===== src/rtl/drac_pkg.sv =====
// drac_pkg: shared types for the front end of the core.
//   if_id_stage_t  - fetch-to-decode packet (PC, instruction, exception, prediction)
//   FETCH_QUEUE_DEPTH - number of entries in the fetch/decode decoupling queue
package drac_pkg;

  localparam int FETCH_QUEUE_DEPTH = 4;

  typedef logic [39:0] addr_pc_t;
  typedef logic [31:0] inst_t;

  typedef enum logic [3:0] {
    INSTR_ADDR_MISALIGNED = 4'd0,
    INSTR_ACCESS_FAULT    = 4'd1,
    ILLEGAL_INSTR         = 4'd2,
    BREAKPOINT            = 4'd3,
    INSTR_PAGE_FAULT      = 4'd12,
    NO_EXCEPTION          = 4'd15
  } exception_cause_t;

  typedef struct packed {
    exception_cause_t cause;
    logic [63:0]      origin;
    logic             valid;
  } exception_t;

  typedef struct packed {
    logic     is_branch;
    logic     decision;
    addr_pc_t pred_addr;
  } branch_pred_t;

  typedef struct packed {
    addr_pc_t     pc_inst;
    inst_t        inst;
    logic         valid;
    exception_t   ex;
    branch_pred_t bpred;
  } if_id_stage_t;

endpackage


===== src/rtl/fetch_queue.sv =====
// fetch_queue: circular FIFO decoupling fetch from decode.
//   clk_i          - clock, rising edge
//   rst_i          - asynchronous reset, active-high
//   flush_i        - drop all entries and clear the exception lock
//   fetch_i        - packet from fetch; fetch_i.valid requests a push
//   full_o         - no room unless decode pops this cycle (fetch stalls on it)
//   decode_ready_i - decode takes the head this cycle
//   decode_o       - head entry; decode_o.valid = queue not empty
//   count_o        - current occupancy
//
// Handshake: the head transfers to decode on any cycle where decode_o.valid
// and decode_ready_i are both high. Fetch has no ready signal; a valid packet
// that finds the queue full (with no pop), locked, or flushed is dropped, so
// fetch must hold its PC while full_o is high. All outputs decode registered
// state only; neither fetch_i nor decode_ready_i reaches an output
// combinationally.
module fetch_queue
  import drac_pkg::*;
#(
  parameter int DEPTH = FETCH_QUEUE_DEPTH
) (
  input  logic                       clk_i,
  input  logic                       rst_i,
  input  logic                       flush_i,
  input  if_id_stage_t               fetch_i,
  output logic                       full_o,
  input  logic                       decode_ready_i,
  output if_id_stage_t               decode_o,
  output logic [$clog2(DEPTH+1)-1:0] count_o
);

  localparam int CW = $clog2(DEPTH + 1);
  localparam int PW = $clog2(DEPTH);
  localparam logic [CW-1:0] DEPTH_C = CW'(DEPTH);

  if_id_stage_t  mem [DEPTH];
  logic [PW-1:0] wr_ptr;
  logic [PW-1:0] rd_ptr;
  logic [CW-1:0] count;
  logic          xcpt_lock;

  logic          not_empty;
  logic          pop;
  logic          push;

  assign not_empty = (count != '0);
  assign pop       = not_empty & decode_ready_i;
  // A pop in the same cycle frees a slot, so a full queue still accepts.
  // Once an excepting packet is queued, everything behind it is wrong path.
  assign push      = fetch_i.valid & ~xcpt_lock & ((count < DEPTH_C) | pop) & ~flush_i;

  always_ff @(posedge clk_i or posedge rst_i) begin
    if (rst_i) begin
      wr_ptr    <= '0;
      rd_ptr    <= '0;
      count     <= '0;
      xcpt_lock <= 1'b0;
    end else if (flush_i) begin
      wr_ptr    <= '0;
      rd_ptr    <= '0;
      count     <= '0;
      xcpt_lock <= 1'b0;
    end else begin
      if (push) begin
        wr_ptr <= wr_ptr + PW'(1);
      end
      if (pop) begin
        rd_ptr <= rd_ptr + PW'(1);
      end
      count <= count + CW'(push) - CW'(pop);
      // Popping the excepting entry does not release the lock; only flush does.
      if (push && fetch_i.ex.valid) begin
        xcpt_lock <= 1'b1;
      end
    end
  end

  // Storage is cleared on reset so decode_o reads all-zero afterwards.
  // push already excludes the flush cycle.
  always_ff @(posedge clk_i or posedge rst_i) begin
    if (rst_i) begin
      for (int i = 0; i < DEPTH; i++) begin
        mem[i] <= '0;
      end
    end else if (push) begin
      mem[wr_ptr] <= fetch_i;
    end
  end

  always_comb begin
    decode_o       = mem[rd_ptr];
    decode_o.valid = not_empty;
  end

  assign full_o  = (count == DEPTH_C);
  assign count_o = count;

endmodule


===== config.mk =====
export PLATFORM = sky130hd
export DESIGN_NAME = fetch_queue
export DESIGN_NICKNAME = d
export VERILOG_FILES = /design/src/rtl/drac_pkg.sv /design/src/rtl/fetch_queue.sv
export SDC_FILE = /design/constraint.sdc
export NUM_CORES = 1
export LEC_CHECK = 0
export BUFFER_PORTS_ARGS = -buffer_cell sky130_fd_sc_hd__buf_2
export CAP_MARGIN = 20
export CELL_PAD_IN_SITES_DETAIL_PLACEMENT = 1
export CELL_PAD_IN_SITES_GLOBAL_PLACEMENT = 2
export CORE_MARGIN = 3
export CORE_UTILIZATION = 33
export DETAILED_ROUTE_END_ITERATION = 8
export PLACE_DENSITY_LB_ADDON = 0.1
export SLEW_MARGIN = 20
export SYNTH_ARGS = -nofsm -noshare
export SYNTH_HDL_FRONTEND = slang
export SYNTH_SLANG_ARGS = --single-unit

===== constraint.sdc =====
create_clock -name clk_i -period 49.6 [get_ports clk_i]
set_input_delay 9.92 -clock clk_i [delete_from_list [all_inputs] [get_ports clk_i]]
set_output_delay 9.92 -clock clk_i [all_outputs]
set_load 0.02 [all_outputs]

==> reports/qor.log <==
INFO  clock_network  postCtsSetupRepairBufs=0
INFO  finish         finish.net_count=2387
INFO  synth          synth.avg_cell_area=19.3µm²
INFO  floorplan      std_cell_rows=119
INFO  routing        wl_per_cell=24.6µm
INFO  clock_network  holdBufCountCts=0
INFO  clock_network  cts_resized=0
INFO  power          peakVddDrop=0.0000310V
INFO  sta            clock.fmax=0.0687GHz
INFO  global_routing number_of_antenna_violations_at_the_first_check_in_global_routing=33
INFO  synth          syn_area=0.0351mm²
INFO  sta            timing_worst_slew_pin_value=1.04ns
INFO  power          switching_share=0.316
INFO  placed_design  dpl_cells=3490
INFO  routing        drt_wl_total=90.0mm
INFO  finish         multi_input_comb_area=0.0152mm²
INFO  placed_design  dp.final_hpwl=54.1mm
INFO  synth          ys_seq_area_frac=0.527
INFO  sta            finalWorstSetupSlack=35.04ns
INFO  worst_setup_path timing.rr.end=mem[288]
INFO  floorplan      core_area=0.105mm²
INFO  routing        drt_iter0_markers=656
INFO  sta            setup_viol=0
INFO  sta            timing_max_transition_violations_final=0
INFO  finish         post_route_cells_drive_above_1_share=0.647
INFO  floorplan      start_util=0.333
INFO  routing        drc=0
INFO  power          share_clk_of_total_power=0.260
INFO  sta            period_needed=14.56ns
INFO  synth          synth-edff-count=0
INFO  finish         layout.cells.non_filler=3665
INFO  routing        drt_pass1_iterations=4
INFO  sta            slew_headroom=0.308
INFO  floorplan      die_h=332µm
INFO  worst_setup_path crit_type=flip-flop to output pin
INFO  synth          synthCells=1820
INFO  clock_network  clk_pin_slew_worst_paths=0.06ns
INFO  min_path       min_path_type=flip-flop to flip-flop
INFO  clock_network  cts_max_level=3
INFO  power          netSwitchingPower=791µW
INFO  synth          synthFlopType=sky130_fd_sc_hd__dfrtp_1
INFO  run_status     run_status=finished clean
INFO  floorplan      floorplan.die_area=0.110mm²
INFO  power          combPwrFrac=0.359
INFO  synth          synthTopCellsByArea=sky130_fd_sc_hd__dfrtp_1, sky130_fd_sc_hd__mux2_4, sky130_fd_sc_hd__mux4_2, sky130_fd_sc_hd__buf_12, sky130_fd_sc_hd__mux2_2
INFO  min_path       worstHoldPathCells=2
INFO  global_routing overflow_left_after_global_routing=0
INFO  worst_setup_path timing.reg2reg.worst_path_depth=5
INFO  synth          synth_top_area_cell=sky130_fd_sc_hd__dfrtp_1
INFO  worst_setup_path cp_data_required_time=39.68ns
INFO  clock_network  cts_root_buffer=sky130_fd_sc_hd__clkbuf_16
INFO  global_routing grt_usage=0.164
INFO  sta            fin_worst_skew=0.0174ns
INFO  routing        route.detailed.vias_per_inst=4.88
INFO  synth          post_synth_num_cell_types=29
INFO  worst_setup_path worst_setup_path_end_kind=output pin
INFO  routing        postRouteAntennaNets=0
INFO  clock_network  clock_path_buffers=3
INFO  synth          synthesis.yosys.warnings=0
INFO  routing        routed-via-count=17900
INFO  power          internal_power=1.71mW
INFO  floorplan      io_pins=376
INFO  min_path       min_to=xcpt_lock
INFO  min_path       worst_hold_startpoint=xcpt_lock
INFO  sta            grt_setup_unrepaired=no
INFO  placed_design  place.gp.congestion=0.720
INFO  global_routing vias_in_the_first_global_route=21000
INFO  worst_setup_path worstReg2RegStart=count_o[2]
INFO  finish         flow.area_growth_from_synthesis=15.6%
INFO  sta            final_hold_viol_count=0
INFO  finish         layout.cells.most_common=sky130_fd_sc_hd__dfrtp_1
INFO  placed_design  io_buffer_count=375
INFO  worst_setup_path crit_path_max_fo=48
INFO  power          p_leak=20.3nW
INFO  sta            post-route-period-util=0.294
INFO  power          p_seq_frac=0.381
INFO  clock_network  cts_tree=yes
INFO  worst_setup_path arrival=4.64ns
INFO  clock_network  clk-insertion-delay-late=0.65ns
INFO  finish         nFillCells=10500
INFO  sta            tns=0ns
INFO  placed_design  placement_setup_slack=35.45ns
INFO  clock_network  cts_buffers=90
INFO  finish         mostFrequentLayoutCells=sky130_fd_sc_hd__dfrtp_1, sky130_fd_sc_hd__mux2_4, sky130_fd_sc_hd__buf_2
INFO  clock_network  clock_sink_count=740
INFO  finish         regArea=0.0185mm²
INFO  global_routing maximum_number_of_pins_on_one_net_before_global_route_repair=178
INFO  run            drv.max_cap_violation_count=0
INFO  floorplan      floorplan.die.width=332µm
INFO  synth          yosys.area.top_type_share=0.527
INFO  worst_setup_path rrSetupSlack=45.67ns
INFO  global_routing first_pass_grt_wire_length=140mm
INFO  synth          postSynthRegisterBits=740
INFO  power          power-per-cell-area=61.5mW/mm²
INFO  synth          synth.net_count=2015
INFO  synth          async_flop_share=1.00
INFO  worst_setup_path critical_path.startpoint_type=flip-flop
==> sequential cells by signal, summed over array words and instances, names as in the netlist <==
name,flops
rd_ptr,2
count_o,3
wr_ptr,2
mem,732
xcpt_lock,1
==> layer usage <==
metal | global-route usage | wire length (µm) | up-vias
met4 | 0.0475 | 2500 | 16
li1 | - | - | 7553
met2 | 0.265 | 43000 | 369
met3 | 0.0467 | 4880 | 144
met1 | 0.215 | 39500 | 9786
met5 | 0 | 107 | -
==> worst max-delay path, stage by stage, from the launching register on <==
cell and delay (ns):
sky130_fd_sc_hd__dfrtp_4 0.84, sky130_fd_sc_hd__buf_4 0.65, sky130_fd_sc_hd__buf_4 0.86, sky130_fd_sc_hd__buf_4 0.77, sky130_fd_sc_hd__mux4_2 0.61, sky130_fd_sc_hd__buf_2 0.20
==> power by group through the flow <==
stage          Clock [mW]  Combinational (mW)  Sequential [mW]
2_1_floorplan           0               0.696            0.907
3_3_place_gp            0               0.902            0.953
3_5_place_dp            0               0.915            0.959
4_1_cts             0.675               0.918            0.955
5_1_grt             0.703               0.955            0.985
6_report            0.649               0.897            0.954
==> cell usage after synthesis (2+ instances only) <==
cell type	n
sky130_fd_sc_hd__buf_6	38
sky130_fd_sc_hd__o21ai_0	2
sky130_fd_sc_hd__ha_1	6
sky130_fd_sc_hd__buf_12	32
sky130_fd_sc_hd__dfrtp_1	740
sky130_fd_sc_hd__nor2_1	5
sky130_fd_sc_hd__mux2_2	52
sky130_fd_sc_hd__inv_1	5
sky130_fd_sc_hd__or3_1	3
sky130_fd_sc_hd__nand2b_1	2
sky130_fd_sc_hd__a21oi_1	2
sky130_fd_sc_hd__mux2_4	680
sky130_fd_sc_hd__buf_8	6
sky130_fd_sc_hd__buf_2	27
sky130_fd_sc_hd__buf_1	9
sky130_fd_sc_hd__or4b_4	4
sky130_fd_sc_hd__xnor2_1	2
sky130_fd_sc_hd__clkbuf_1	11
sky130_fd_sc_hd__mux4_2	183
sky130_fd_sc_hd__xor2_1	2
==> how the worst max path moves through the flow <==
stage,cells past startpoint,slack [ns],end,startpoint
2_1_floorplan,1,18.92,count_o[0],rst_i
3_3_place_gp,5,35.46,decode_o[65],rd_ptr[1]
3_5_place_dp,5,35.45,decode_o[6],rd_ptr[1]
4_1_cts,5,34.75,decode_o[6],rd_ptr[1]
5_1_grt,5,34.62,decode_o[63],rd_ptr[1]
6_report,5,35.04,decode_o[6],rd_ptr[1]
==> per-stage QoR <==
stage / cell area (µm²) / power (mW) / util / hold WS [ns]
after floorplan: 35100 / 1.60 / - / 0.454
after global placement: 37700 / 1.86 / 0.357 / 0.469
after detailed placement: 37700 / 1.87 / 0.357 / 0.489
after CTS: 40500 / 2.55 / 0.385 / 0.505
after global routing: 40600 / 2.64 / 0.385 / 0.513
final: 40600 / 2.50 / 0.385 / 0.498
==> cell families after synthesis <==
logic type,Yosys count,share of synthesized area
DFF,740,0.527
adders and majority gates,7,0.00271
xor gates and xnor gates,4,0.000997
muxes,915,0.424
buffers and inverters,129,0.0397
and+or+nand+nor,18,0.00402
AOI/OAI and AO/OA,7,0.00125
==> layout make-up <==
type                       instances  area share
inverter                           5    0.000647
clock inverter                    26     0.00672
multi-input combinational        951       0.375
timing repair buffer             404      0.0534
clock buffer                     132      0.0643
sequential                       740       0.456
antenna                           16    0.000986
tap                             1391      0.0428
(Power assumes the default switching activity.)
